$ cat src/rtl/div_sched.sv
// Round-robin scheduler sharing one pipelined fraction divider between two requesters.
// Define DIV_SCHED_CHK_EN to flag and neutralise out-of-range operands (rsp_err).
module div_sched #(
    parameter int WIDTH      = 26,
    parameter int STAGES     = 2,
    parameter int FIFO_DEPTH = 4
) (
    input  logic             clk,
    input  logic             rst,
    input  logic [1:0]       req_valid,
    output logic [1:0]       req_ready,
    input  logic [WIDTH-1:0] req_num0,
    input  logic [WIDTH-1:0] req_num1,
    input  logic [WIDTH-1:0] req_den0,
    input  logic [WIDTH-1:0] req_den1,
    output logic [WIDTH-1:0] div_num,
    output logic [WIDTH-1:0] div_den,
    input  logic [WIDTH-1:0] div_quot,
    input  logic             div_sticky,
    output logic [1:0]       rsp_valid,
    input  logic [1:0]       rsp_ready,
    output logic [WIDTH-1:0] rsp_quot0,
    output logic [WIDTH-1:0] rsp_quot1,
    output logic [1:0]       rsp_sticky,
    output logic [1:0]       rsp_err,
    output logic             busy
);
    localparam int LAT = STAGES - 1;
    localparam int PW  = $clog2(FIFO_DEPTH);
    localparam int CW  = $clog2(FIFO_DEPTH + 1);

    typedef struct packed {
        logic valid;
        logic id;
        logic err;
    } tag_t;

    typedef struct packed {
        logic [WIDTH-1:0] quot;
        logic             sticky;
        logic             err;
    } entry_t;

    logic [CW-1:0]    credit [2];
    logic             ptr;
    logic [1:0]       has_credit, eligible, grant, push, pop;
    logic             gnt_id, op_err, pipe_busy;
    logic [WIDTH-1:0] num_sel, den_sel;
    tag_t             tag_in, tag_out;
    logic             ret_valid, ret_id;
    entry_t           ret_entry;
    logic [PW-1:0]    wr_ptr [2];
    logic [PW-1:0]    rd_ptr [2];
    logic [CW-1:0]    fcnt [2];
    entry_t           mem [2][FIFO_DEPTH];
    entry_t           head [2];

    // Arbitration and operand steering; reset masks the handshake so outputs sit at idle.
    always_comb begin
        // NOTE: every always_comb output gets a default first so no path can infer a latch.
        has_credit = '0;
        for (int r = 0; r < 2; r++) has_credit[r] = rst && (credit[r] != '0);
        eligible     = req_valid & has_credit;
        req_ready[0] = has_credit[0] && (!ptr || !eligible[1]);
        req_ready[1] = has_credit[1] && (ptr || !eligible[0]);
        grant        = req_valid & req_ready;
        gnt_id       = grant[1];
        num_sel      = gnt_id ? req_num1 : req_num0;
        den_sel      = gnt_id ? req_den1 : req_den0;
`ifdef DIV_SCHED_CHK_EN
        op_err       = (den_sel == '0) || (num_sel > den_sel);
`else
        op_err       = 1'b0;
`endif
        div_num      = '0;
        div_den      = WIDTH'(1);
        if (|grant && !op_err) begin
            div_num = num_sel;
            div_den = den_sel;
        end
        tag_in = '{valid: |grant, id: gnt_id, err: op_err};
    end

    // Tag pipe mirrors the divider's register stages so tag_out lines up with div_quot.
    generate
        if (LAT == 0) begin : g_no_pipe
            assign tag_out   = tag_in;
            assign pipe_busy = 1'b0;
        end else begin : g_pipe
            tag_t pipe [LAT];
            always_ff @(posedge clk or negedge rst) begin
                if (!rst) begin
                    for (int i = 0; i < LAT; i++) pipe[i] <= '0;
                end else begin
                    pipe[0] <= tag_in;
                    for (int i = 1; i < LAT; i++) pipe[i] <= pipe[i-1];
                end
            end
            always_comb begin
                pipe_busy = 1'b0;
                for (int i = 0; i < LAT; i++) pipe_busy = pipe_busy | pipe[i].valid;
            end
            assign tag_out = pipe[LAT-1];
        end
    endgenerate

    always_comb begin
        push = '0;
        pop  = '0;
        for (int r = 0; r < 2; r++) begin
            push[r]      = ret_valid && (ret_id == r[0]);
            rsp_valid[r] = fcnt[r] != '0;
            pop[r]       = rsp_valid[r] && rsp_ready[r];
            head[r]      = rsp_valid[r] ? mem[r][rd_ptr[r]] : '0;
        end
    end

    always_ff @(posedge clk or negedge rst) begin
        if (!rst) begin
            ptr       <= 1'b0;
            ret_valid <= 1'b0;
            ret_id    <= 1'b0;
            ret_entry <= '0;
            for (int r = 0; r < 2; r++) begin
                credit[r] <= CW'(FIFO_DEPTH);
                wr_ptr[r] <= '0;
                rd_ptr[r] <= '0;
                fcnt[r]   <= '0;
            end
        end else begin
            if (|grant) ptr <= ~gnt_id;
            ret_valid <= tag_out.valid;
            ret_id    <= tag_out.id;
            if (tag_out.err) ret_entry <= '{quot: '0, sticky: 1'b0, err: 1'b1};
            else             ret_entry <= '{quot: div_quot, sticky: div_sticky, err: 1'b0};
            for (int r = 0; r < 2; r++) begin
                credit[r] <= credit[r] - CW'(grant[r]) + CW'(pop[r]);
                fcnt[r]   <= fcnt[r] + CW'(push[r]) - CW'(pop[r]);
                if (push[r]) wr_ptr[r] <= wr_ptr[r] + 1'b1;
                if (pop[r])  rd_ptr[r] <= rd_ptr[r] + 1'b1;
            end
        end
    end

    // NOTE: FIFO storage has no reset; only the pointers and counts decide what is visible.
    always_ff @(posedge clk) begin
        for (int r = 0; r < 2; r++)
            if (push[r]) mem[r][wr_ptr[r]] <= ret_entry;
    end

    assign rsp_quot0  = head[0].quot;
    assign rsp_quot1  = head[1].quot;
    assign rsp_sticky = {head[1].sticky, head[0].sticky};
    assign rsp_err    = {head[1].err, head[0].err};
    assign busy       = pipe_busy | ret_valid | (|rsp_valid);
endmodule

$ cat config.mk
export PLATFORM = sky130hd
export DESIGN_NAME = div_sched
export DESIGN_NICKNAME = d
export VERILOG_FILES = /design/src/rtl/div_sched.sv
export SDC_FILE = /design/constraint.sdc
export NUM_CORES = 1
export LEC_CHECK = 0
export CAP_MARGIN = 20
export CORE_MARGIN = 3
export CORE_UTILIZATION = 46
export DETAILED_ROUTE_END_ITERATION = 10
export GPL_ROUTABILITY_DRIVEN = 0
export PLACE_DENSITY = 0.87
export SLEW_MARGIN = 10
export SYNTH_ARGS = -nofsm -noshare
export SYNTH_HDL_FRONTEND = slang
export SYNTH_SLANG_ARGS = --single-unit
$ cat constraint.sdc
create_clock -name clk -period 2.9 [get_ports clk]
set_clock_uncertainty 0.05 [all_clocks]
set_input_delay 0.29 -clock clk [delete_from_list [all_inputs] [get_ports clk]]
set_output_delay 0.29 -clock clk [all_outputs]
set_load 0.01 [all_outputs]
==> flow_summary.json <==
{
  "status": "completed",
  "finalSetupViolCount": 0,
  "fillers": 1525,
  "cts_num_sinks": 268,
  "path_cells": "buf_4 > mux4_2 > and2_1 > clkdlybuf4s50_1",
  "cts_root_buf": "clkbuf_16",
  "cts_inserted_buffers": 27,
  "power_mw": 13.5,
  "htree_levels": 1,
  "drcViolationCount": 0,
  "dieArea_mm2": 0.0250,
  "use_met1_pct": 24.8,
  "holdWs_ps": 162,
  "start_util_pct": 46.9,
  "drv_slew": 0,
  "clkTransAtPathRegs_ps": 70,
  "drt_first_pass_iters": 4,
  "cpPeakStageDelay_ps": 600,
  "syn_avg_cell_area_um2": 19.3,
  "synth_cell_types": 32,
  "wl_per_cell_um": 24.3,
  "slew_headroom_pct": 59.8,
  "clk_latency_ps": 520,
  "track_usage_pct": 21.4,
  "grt_start_max_net_pins": 53,
  "ys_seq_area_share_pct": 73.1,
  "required_ps": 2560,
  "p_per_area_mw_per_mm2": 926,
  "die_w_um": 158,
  "ys_seq_elements": 268,
  "grt_pass1_vias": 6843,
  "via_per_inst": 5.54,
  "critPathLaunch": "rd_ptr[0]$_DFFE_PN0P_",
  "wirelength_mm": 27.6,
  "cp_slowest_cell": "mux4_2",
  "fin_tns_setup_ps": 0,
  "holdCritStartpoint": "div_quot[22]",
  "clockBufferDepth": 3,
  "syn-cell-area_mm2": 0.0107,
  "setup.worst_path.start_class": "flip-flop",
  "coreArea_mm2": 0.0227,
  "finalHoldViolCount": 0,
  "cts_tree": "yes",
  "syn_inst": 551,
  "fmax_ghz": 0.353,
  "dr.first_iter.drc_count": 351,
  "num_antenna_cells": 0,
  "post_layout_nonfiller_instances": 1135,
  "worst_hold_path_type": "in -> reg",
  "ys_warn_count": 0,
  "period_minus_slack_ps": 2830,
  "top_usage_layer": "met2",
  "overflow": 0,
  "drv_cap": 0,
  "antenna_found_initial": 0,
  "endpoint_kind": "primary output",
  "syn_to_final_growth_pct": 37.0,
  "final_util_pct": 64.3,
  "use_met3_pct": 5.88,
  "r2r_start": "credit[3]$_DFF_PN0_",
  "p_leak_nw": 5.36,
  "io_buffer_count": 247,
  "via_count": 6293,
  "io_pins": 250,
  "fin_crit_sh_pct": 97.6,
  "dp_cells": 1077,
  "grt_pass1_wl_mm": 39.9,
  "tightest_slew_ps": 603,
  "cp_max_fo": 16,
  "ir_drop_uv": 541,
  "nNetsFinal": 986,
  "antenna_left": 0,
  "rsz0062_at_grt": "yes",
  "place_hpwl_mm": 17.9,
  "grt_use_met2_pct": 38.3,
  "rows": 55,
  "worstPathArrival_ps": 2490,
  "die_height_um": 158,
  "drive_gt1_share_pct": 17.5,
  "critical_path_class": "reg -> out"
}
-- placed cells by master (no fill, tap or decap), types with 7 or more instances in the layout --
cell type and n:
xnor2_1 15, ha_1 15, clkbuf_16 28, buf_4 25, clkdlybuf4s15_1 15, and2_1 58
edfxtp_1 216, clkdlybuf4s50_1 193, inv_1 23, dlygate4sd2_1 31, mux4_2 54, clkbuf_2 7
dfrtp_1 48, a22o_1 50
-- routing by layer --
layer	routed length [µm]	vias to the layer above	share of wire (%)
li1	-	2708	-
met1	9400	3163	34
met2	14900	358	54
met3	2400	64	8.7
met4	897	0	3.3
met5	0	-	0
-- cell type report --
cell class | count | area (µm²) | area share (%)
clock buffer | 29 | 683 | 4.68
sequential | 268 | 7790 | 53.4
multi-input combinational | 228 | 2640 | 18.1
inverter | 23 | 86.3 | 0.591
clock inverter | 20 | 256 | 1.76
timing repair buffer | 282 | 2790 | 19.1
tap | 285 | 357 | 2.44
-- critical path, delay by kind of cell, from the launching register on --
kind                   cells  cell delay, ps
buffers and inverters      2             810
muxes                      1             600
DFF                        1             360
and+or+nand+nor            1             200
-- repair_timing --
| action | CTS | global route |
|---|---|---|
| hold buffers | 1 | 0 |
| hold endpoints to repair | 51 | 0 |
| pin swaps | 1 | 1 |
| buffers inserted | 1 | 4 |
| setup endpoints to repair | 53 | 28 |
| cloned | 2 | 1 |
| gates resized for setup | 62 | 24 |
-- cells in the mapped netlist, drive strengths merged --
cell / instances / share of area (%)
o31ai: 1 / 0.070
dfstp: 2 / 0.49
and2: 58 / 3.4
ha: 15 / 1.8
nor2: 1 / 0.035
a22o: 51 / 4.2
xnor2: 15 / 1.2
or2: 1 / 0.059
nand3: 3 / 0.14
buf: 24 / 1.3
inv: 23 / 0.81
a311oi: 1 / 0.14
or3: 3 / 0.22
a31oi: 2 / 0.12
and3: 5 / 0.29
fa: 4 / 0.75
nor2b: 1 / 0.059
clkbuf: 9 / 0.32
edfxtp: 216 / 61
mux4: 54 / 11
o21ai: 2 / 0.094
a22oi: 1 / 0.070
conb: 1 / 0.035
nand2: 5 / 0.18
o311ai: 1 / 0.082
and4: 1 / 0.082
dfrtp: 50 / 12
or4: 1 / 0.070
-- registers in the layout, summed over array words and instances, names as in the netlist --
signal	count
mem	216
g_pipe.pipe	1
pipe_busy	1
ptr	1
rd_ptr	4
ret_entry	27
ret_id	1
wr_ptr	4
fcnt	6
ret_valid	1
credit	6
-- through the flow --
| step | cell area (µm²) | worst slack (ps) |
|---|---|---|
| after floorplan | 10700 | 379 |
| after global placement | 13600 | 316 |
| after detailed placement | 13600 | 300 |
| after CTS | 14600 | 0.403 |
| after global routing | 14600 | -35.7 |
| final | 14600 | 69.8 |
-- logic make-up (layout without fill, tap and decap cells) --
| family | after synthesis | count (layout) | share of synthesized area, % |
|---|---|---|---|
| compound gates | 59 | 59 | 4.77 |
| xor+xnor | 15 | 15 | 1.23 |
| fa+ha+maj | 19 | 19 | 2.51 |
| buf+inv | 56 | 354 | 2.43 |
| flops | 268 | 268 | 73.1 |
| mux | 54 | 54 | 11.4 |
| other cells | 1 | 2 | 0.0352 |
| simple gates | 79 | 79 | 4.54 |
-- power by group --
part / switching, mW / internal (mW)
clock: 1.43 / 2.17
combinational: 2.24 / 2.75
sequential: 0.256 / 4.67
total: 3.93 / 9.60
-- worst paths after layout --
| check | end | slack (ps) | depth (start not counted) |
|---|---|---|---|
| setup / recovery | rsp_quot1[7] | 70 | 4 |
| hold / removal | ret_entry[24]$_DFF_PN0_ | 160 | 1 |
| setup reg to reg | credit[2]$_DFF_PN1_ | 210 | 9 |
| hold reg to reg | ret_id$_DFF_PN0_ | 300 | 0 |
| max in group asynchronous | rd_ptr[0]$_DFFE_PN0P_ | 1830 | 3 |
| min in group asynchronous | ret_entry[7]$_DFF_PN0_ | 380 | 3 |
(Power assumes the default switching activity.)
